<file path="config.mk">
export PLATFORM = sky130hd
export DESIGN_NAME = stream_mux_rr
export DESIGN_NICKNAME = d
export VERILOG_FILES = /design/src/rtl/stream_mux_rr_pkg.sv /design/src/rtl/stream_mux_rr_arbiter.sv /design/src/rtl/stream_mux_rr.sv
export SDC_FILE = /design/constraint.sdc
export NUM_CORES = 1
export LEC_CHECK = 0
export ABC_AREA = 1
export CORE_ASPECT_RATIO = 0.5
export CORE_UTILIZATION = 45
export CTS_BUF_LIST = sky130_fd_sc_hd__clkbuf_4
export DETAILED_ROUTE_END_ITERATION = 12
export GPL_TIMING_DRIVEN = 0
export PLACE_DENSITY = 0.85
export REMOVE_ABC_BUFFERS = 1
export SLEW_MARGIN = 10
export SYNTH_ARGS = -nofsm -noshare
export SYNTH_HDL_FRONTEND = slang
export SYNTH_SLANG_ARGS = --single-unit
</file>
<file path="constraint.sdc">
create_clock -name clk -period 2.5 [get_ports clk]
set_input_delay 0.25 -clock clk [delete_from_list [all_inputs] [get_ports clk]]
set_output_delay 0.25 -clock clk [all_outputs]
set_load 0.01 [all_outputs]
</file>
<file path="src/rtl/stream_mux_rr_pkg.sv">
// stream_mux_rr_pkg
//   Shared definitions for the round-robin stream multiplexer:
//   - state_e   : packet-lock state encoding (IDLE=0, LOCKED=1)
//   - sel_width : width of a channel index, max(1, clog2(n))
package stream_mux_rr_pkg;

  typedef enum logic [0:0] {
    ST_IDLE   = 1'b0,
    ST_LOCKED = 1'b1
  } state_e;

  // Constant function so it can size ports; a single channel still needs 1 bit.
  function automatic int sel_width(input int n);
    int w;
    w = 0;
    for (int unsigned i = 0; i < 31; i++) begin
      if ((64'd1 << i) < 64'(n)) w = int'(i) + 1;
    end
    return (w < 1) ? 1 : w;
  endfunction

endpackage

</file>
<file path="src/rtl/stream_mux_rr_arbiter.sv">
// rr_arbiter
//   Combinational channel picker.
//   req         : per-channel request
//   ptr         : round-robin start index (must be < N_CH)
//   mode        : 1 = first request at or after ptr (wrapping), 0 = lowest index
//   grant       : chosen channel index (0 when nothing requested)
//   grant_valid : at least one request present
module rr_arbiter
  import stream_mux_rr_pkg::*;
#(
  parameter int N_CH  = 4,
  parameter int SEL_W = sel_width(N_CH)
) (
  input  logic [N_CH-1:0]  req,
  input  logic [SEL_W-1:0] ptr,
  input  logic             mode,
  output logic [SEL_W-1:0] grant,
  output logic             grant_valid
);

  always_comb begin
    int unsigned idx;
    grant       = '0;
    grant_valid = 1'b0;
    idx         = 0;
    for (int unsigned k = 0; k < N_CH; k++) begin
      // Rotating scan in RR mode, plain ascending scan otherwise.
      if (mode) idx = (int'(ptr) + k) % N_CH;
      else      idx = k;
      if (!grant_valid && req[SEL_W'(idx)]) begin
        grant_valid = 1'b1;
        grant       = SEL_W'(idx);
      end
    end
  end

endmodule

</file>
<file path="src/rtl/stream_mux_rr.sv">
// stream_mux_rr
//   N_CH-to-1 packet-aware stream multiplexer with a single output register.
//   A channel that starts a multi-beat packet holds the output until its
//   last beat; arbitration (round-robin or fixed priority) happens only
//   between packets.
//   clk, rst               : clock, synchronous active-high reset
//   in_valid/in_data/in_last/in_ready : per-channel input streams
//                            (channel i data at [i*DATA_W +: DATA_W])
//   out_valid/out_data/out_last/out_ch : registered output beat + source channel
//   out_ready              : downstream accept
module stream_mux_rr
  import stream_mux_rr_pkg::*;
#(
  parameter  int N_CH    = 4,
  parameter  int DATA_W  = 8,
  parameter  int RR_MODE = 1,
  localparam int SEL_W   = sel_width(N_CH)
) (
  input  logic                     clk,
  input  logic                     rst,
  input  logic [N_CH-1:0]          in_valid,
  input  logic [N_CH*DATA_W-1:0]   in_data,
  input  logic [N_CH-1:0]          in_last,
  output logic [N_CH-1:0]          in_ready,
  output logic                     out_valid,
  output logic [DATA_W-1:0]        out_data,
  output logic                     out_last,
  output logic [SEL_W-1:0]         out_ch,
  input  logic                     out_ready
);

  state_e             state_q, state_d;
  logic [SEL_W-1:0]   lock_ch_q, lock_ch_d;
  logic [SEL_W-1:0]   rr_ptr_q, rr_ptr_d;
  logic               out_valid_q, out_valid_d;
  logic [DATA_W-1:0]  out_data_q, out_data_d;
  logic               out_last_q, out_last_d;
  logic [SEL_W-1:0]   out_ch_q, out_ch_d;

  logic               load;
  logic               xfer;
  logic [SEL_W-1:0]   arb_grant;
  logic               arb_valid;
  logic [SEL_W-1:0]   g;
  logic               g_valid;
  logic [DATA_W-1:0]  sel_data;
  logic               sel_last;

  rr_arbiter #(
    .N_CH  (N_CH),
    .SEL_W (SEL_W)
  ) u_arb (
    .req         (in_valid),
    .ptr         (rr_ptr_q),
    .mode        (RR_MODE != 0),
    .grant       (arb_grant),
    .grant_valid (arb_valid)
  );

  always_comb begin
    load = !out_valid_q || out_ready;

    // A locked packet owns the output even if its channel is momentarily idle.
    if (state_q == ST_LOCKED) begin
      g       = lock_ch_q;
      g_valid = in_valid[lock_ch_q];
    end else begin
      g       = arb_grant;
      g_valid = arb_valid;
    end

    xfer     = load && g_valid && !rst;
    sel_data = in_data[g*DATA_W +: DATA_W];
    sel_last = in_last[g];

    in_ready = '0;
    if (xfer) in_ready[g] = 1'b1;

    state_d     = state_q;
    lock_ch_d   = lock_ch_q;
    rr_ptr_d    = rr_ptr_q;
    out_valid_d = out_valid_q;
    out_data_d  = out_data_q;
    out_last_d  = out_last_q;
    out_ch_d    = out_ch_q;

    if (xfer) begin
      out_valid_d = 1'b1;
      out_data_d  = sel_data;
      out_last_d  = sel_last;
      out_ch_d    = g;
      if (sel_last) begin
        state_d  = ST_IDLE;
        rr_ptr_d = (g == SEL_W'(N_CH - 1)) ? '0 : g + SEL_W'(1);
      end else begin
        state_d   = ST_LOCKED;
        lock_ch_d = g;
      end
    end else if (load) begin
      out_valid_d = 1'b0;
    end
  end

  always_ff @(posedge clk) begin
    if (rst) begin
      state_q     <= ST_IDLE;
      lock_ch_q   <= '0;
      rr_ptr_q    <= '0;
      out_valid_q <= 1'b0;
      out_data_q  <= '0;
      out_last_q  <= 1'b0;
      out_ch_q    <= '0;
    end else begin
      state_q     <= state_d;
      lock_ch_q   <= lock_ch_d;
      rr_ptr_q    <= rr_ptr_d;
      out_valid_q <= out_valid_d;
      out_data_q  <= out_data_d;
      out_last_q  <= out_last_d;
      out_ch_q    <= out_ch_d;
    end
  end

  assign out_valid = out_valid_q;
  assign out_data  = out_data_q;
  assign out_last  = out_last_q;
  assign out_ch    = out_ch_q;

endmodule

</file>
# ---- After elaboration in Yosys (flattened, before gate mapping)
# Cells that the tools add are included.
dict set report word_totals {
  regBits 17
  in_bits 43
  word_cells 65
}
dict set report op_classes {
  addsub 4
  n_lt_le_gt_ge 7
  n_eq_ne 1
  n_shift 1
  mux 29
  bitwise 1
  n_reduce_logical 15
}
# op n
set ops {}
lappend ops {{32-bit by 6-bit indexed part select with 8-bit output} 1}
lappend ops {{2-bit by 3-bit less-than comparator with 1-bit output (second input constant)} 6}
lappend ops {{1-bit two-way mux} 15}
lappend ops {{1-bit binary-select mux with 2-bit select} 6}
lappend ops {{2-bit two-way mux} 6}
lappend ops {{1-bit logical AND} 6}
lappend ops {{1-bit logical NOT} 5}
lappend ops {{2-bit by 1-bit adder with 2-bit output (second input constant)} 2}
lappend ops {{2-bit adder (second input constant)} 2}
lappend ops {{4-bit two-way mux} 1}
lappend ops {{2-bit AND reduction} 2}
lappend ops {{1-bit demux with 2-bit select} 1}
lappend ops {{2-bit equality test (second input constant)} 1}
lappend ops {{2-bit by 1-bit >= comparator with 1-bit output (second input constant)} 1}
lappend ops {{2-bit nonzero test} 1}
lappend ops {{1-bit logical OR} 1}
lappend ops {{1-bit inverter} 1}

# ---- Logic depth before layout (Yosys ltp)
dict set report depth {
  ltp_word 18
  depth_mapped 18
}

# ---- Cells and area by module
# A second synthesis with hierarchy kept.
dict set report hier_totals {
  cells_unflattened 249
  area_unflattened_um2 1438.9
}
# module n_inst cells_per_inst area_each_um2 seq_area_each_um2
set by_module_without_submodules {}
lappend by_module_without_submodules {stream_mux_rr 1 198 1176.1 340.3}
lappend by_module_without_submodules {rr_arbiter 1 51 262.8 0.0}

# ---- Worst setup path before layout
# Ideal clock, no wire load.
dict set report synth_timing {
  path_kind {register to output}
  start {register rr_ptr_q[0]}
  end {output port in_ready[0]}
  arrival_ps 1772
  required_time_ps 2250
  slack_ps 478
  path_stages_with_launch 17
  n_path_buf 2
  path_cell_list {dfxtp_1 -> buf_6 -> inv_6 -> nand2_2 -> nand3_1 -> nand2_2 -> nor2_2 -> nand3_1 -> nand2_1 -> inv_1 -> nand2_1 -> nand2_1 -> inv_1 -> buf_2 -> ha_1 -> inv_1 -> nor2_1}
}
dict set report synth_between {
  elab_chain_cells 18
  word_cells_on_any_way 35
  classes_between {add/sub (3); order compare (2); mux (21); reduce/logical (9)}
}
# element line_no
set synth_lines {}
lappend synth_lines {{start, declared} stream_mux_rr.sv:34} ;# logic [SEL_W-1:0] rr_ptr_q, rr_ptr_d;
lappend synth_lines {{start signal, assigned} stream_mux_rr.sv:116} ;# rr_ptr_q <= rr_ptr_d;
lappend synth_lines {{parallel branches: the longest is 17 deep, another holds 2-bit by 1-bit adder with 2-bit output} -}
lappend synth_lines {{4-bit two-way mux *} stream_mux_rr.sv:77} ;# if (xfer) in_ready[g] = 1'b1;
lappend synth_lines {{end, declared} stream_mux_rr.sv:24} ;# output logic [N_CH-1:0] in_ready,
# Mark *: on every way between the ends. The select of a mux whose other input is x is not followed.

# ---- Worst setup path in the final report
# Same ends and word-level chain as after synthesis.

==> reports/results.ini <==
[grt]
antenna_found_initial = 0
grtUsageTotal_pct = 25.9
grt_max_degree = 21
grt.overflow.total = 0
grt_pass1_vias = 1688
grt_pass1_wl_microns = 6960

[yosys]
synth_edf_count = 0
async_reset_ff_share_pct = 0
yosysTopAreaCell = nand2_1
yosysSeqAreaShare_pct = 23.5
synthTopCellsByArea = nand2_1 25%, dfxtp_1 23%, nand3_1 17%
synthFlopType = dfxtp_1
yosysTopAreaCellShare_pct = 25.4
ys_types = 22
yosysMostFrequentCell = nand2_1
postSynthAreaPerCell_sq_um = 5.85
yosysWarnings = 0
syn_inst = 248
syn_area_sq_mm = 0.00145
yosys-top-cells-count = 98 x nand2_1, 50 x nand3_1, 25 x inv_1, 17 x dfxtp_1, 11 x nor2_1
ys_seq_elements = 17

[critical_path]
startpoint = rr_ptr_q[0]
path_max_fanout = 6
cp.required_ps = 2250
r2r-start = rr_ptr_q[0]
worstPathArrival_ps = 2250
worstRegToRegCells = 18
cp-end-kind = output port
start_kind = register
critPathKind = register to output port

[hold_path]
hold_path_class = register to register
hold_depth = 2
hold_start = out_data[7]

[die]
chipWidth_microns = 82.3
initial_utilization_pct = 47.9
ioPinCount = 59
rows = 14
fp.dieArea_sq_mm = 0.00347
die_y_microns = 42.1
coreArea_sq_mm = 0.00303

[cells_and_area]
design_area_sq_mm = 0.00237
diodes = 0
ff_latch_area_sq_um = 348
multi_input_area_sq_mm = 0.00108
syn2layout_area_growth_pct = 63.2
nets = 369
layout-drive-gt1-share_pct = 25.2
fillers = 230

[clock_network]
clock-root-buffer = clkbuf_4
clk_pin_slew_ps = 100
h-tree-depth = 1
cts_tree = yes
max-clock-path-buffers = 2
clk_latency_ps = 300
cts.sinks = 17
cts_made_buffers = 3

[flow_run]
cap_violations = 0

[power]
p_int_mw = 1.59
switching_share_pct = 52.0
power_mw = 3.31
p_clk_share_pct = 4.8
power_frac_comb_pct = 80.7
p_per_area_mw_per_mm2 = 1400
max-vdd-ir-drop_mv = 0.642
p_leak_nw = 1.17
p_switching_mw = 1.72
pwr-share-seq_pct = 14.4

[route]
num_vias = 1870
ant_nets = 0
vias_per_cell = 5.18
drcViolationCount = 0
firstDrtPassIters = 4
drt-total-wl_microns = 4740
drt-initial-drc-count = 113
routedWlPerCell_microns = 13.1

[status]
outcome = complete, but fails checks
violations = setup timing

[timing]
grt_setup_unrepaired = yes
relSlewSlack_pct = 66.2
finalCritPeriodShare_pct = 100
tns_ps = -2.67
timing.final.hold_violations = 0
clock_skew_ps = 8.56
max_freq_mhz = 400
period_minus_slack_ps = 2500
tightest_slew_ps = 506
finalSetupViolCount = 1
setup_slack_ps = -2.67
final_max_slew_viol_count = 0

[placement]
gp_congestion = 0.849
place_area_sq_mm = 0.00201
io_buffer_count = 58
dp_hpwl_microns = 2920

timing repair:
action | 4_1_cts | 5_1_grt
pin swaps | 4 | 16
buffers inserted | 12 | 6
resized for setup | 27 | 40
setup endpoints to repair | 18 | 4
gates cloned | 1 | 1
hold endpoints to repair | 0 | 0
hold buffers | 0 | 0
kinds of logic (layout without fill, tap and decap cells):
kind of cell    after synthesis  after routing  share of synthesized area, %
simple gates                181            182                          57.3
compound gates                8              8                          2.93
fa+ha+maj                     4              4                          3.45
flops                        17             17                          23.5
buf+inv                      38            110                          12.9
cell type report:
type,instances,area share (%)
tap,40,2.11
timing repair inverter,1,0.370
sequential,17,14.7
timing repair buffer,76,30.5
multi-input combinational,194,45.6
inverter,29,5.50
clock buffer,4,1.27
routing by layer:
metal | global-route usage, % | routed length [microns]
met2 | 49.3 | 2400
met1 | 29.9 | 1890
met3 | 3.04 | 315
met4 | 7.72 | 126
met5 | 0 | 0
power by group through the flow:
stage	Combinational (mW)	Clock (mW)	Sequential, mW
2_1_floorplan	1.20	0	0.500
3_3_place_gp	1.74	0	0.471
3_5_place_dp	1.79	0	0.480
4_1_cts	2.25	0.160	0.479
5_1_grt	2.88	0.176	0.490
6_report	2.67	0.160	0.478
path summary, 6_finish.rpt:
check,slack (ps),end
max,-3,in_ready[0]
min,480,out_data[7]
max reg2reg,220,rr_ptr_q[1]
min reg2reg,480,out_data[7]
metrics by stage:
stage	util [%]	hold WS, ps	worst slack (ps)	cells
2_1_floorplan	-	353	152	239
3_3_place_gp	66.3	461	-908	337
3_5_place_dp	66.3	462	-953	337
4_1_cts	72.1	477	2.36	354
5_1_grt	78.1	507	-112	361
6_report	78.1	476	-2.67	361
worst max-delay path: stages, from the launching register on:
cell and delay (ps):
dfxtp_4 390, buf_4 150, nand2_2 90, nand3_2 110
nand2_4 110, nor2_4 40, nand3_1 70, nand2_1 60
inv_1 70, nand2_2 70, nand2_4 90, buf_12 110
clkinvlp_4 150, ha_4 200, inv_1 50, nor2_1 40
buf_2 140
cell usage in the layout (no fill, tap or decap), drive strengths merged:
cell,instances
nand2,110
clkbuf,5
nand3,54
o21ai,5
ha,4
nand4,2
o31ai,1
clkinvlp,1
dfxtp,17
dlymetal6s2s,1
inv,29
buf,21
a21oi,2
nand3b,1
clkdlybuf4s50,53
nor2,15
flip-flops by register name, summed over array words and instances (netlist names):
| signal | cells |
|---|---|
| out_valid | 1 |
| state_q | 1 |
| rr_ptr_q | 2 |
| out_ch | 2 |
| out_last | 1 |
| out_data | 8 |
| lock_ch_q | 2 |
(Power assumes the default switching activity.)
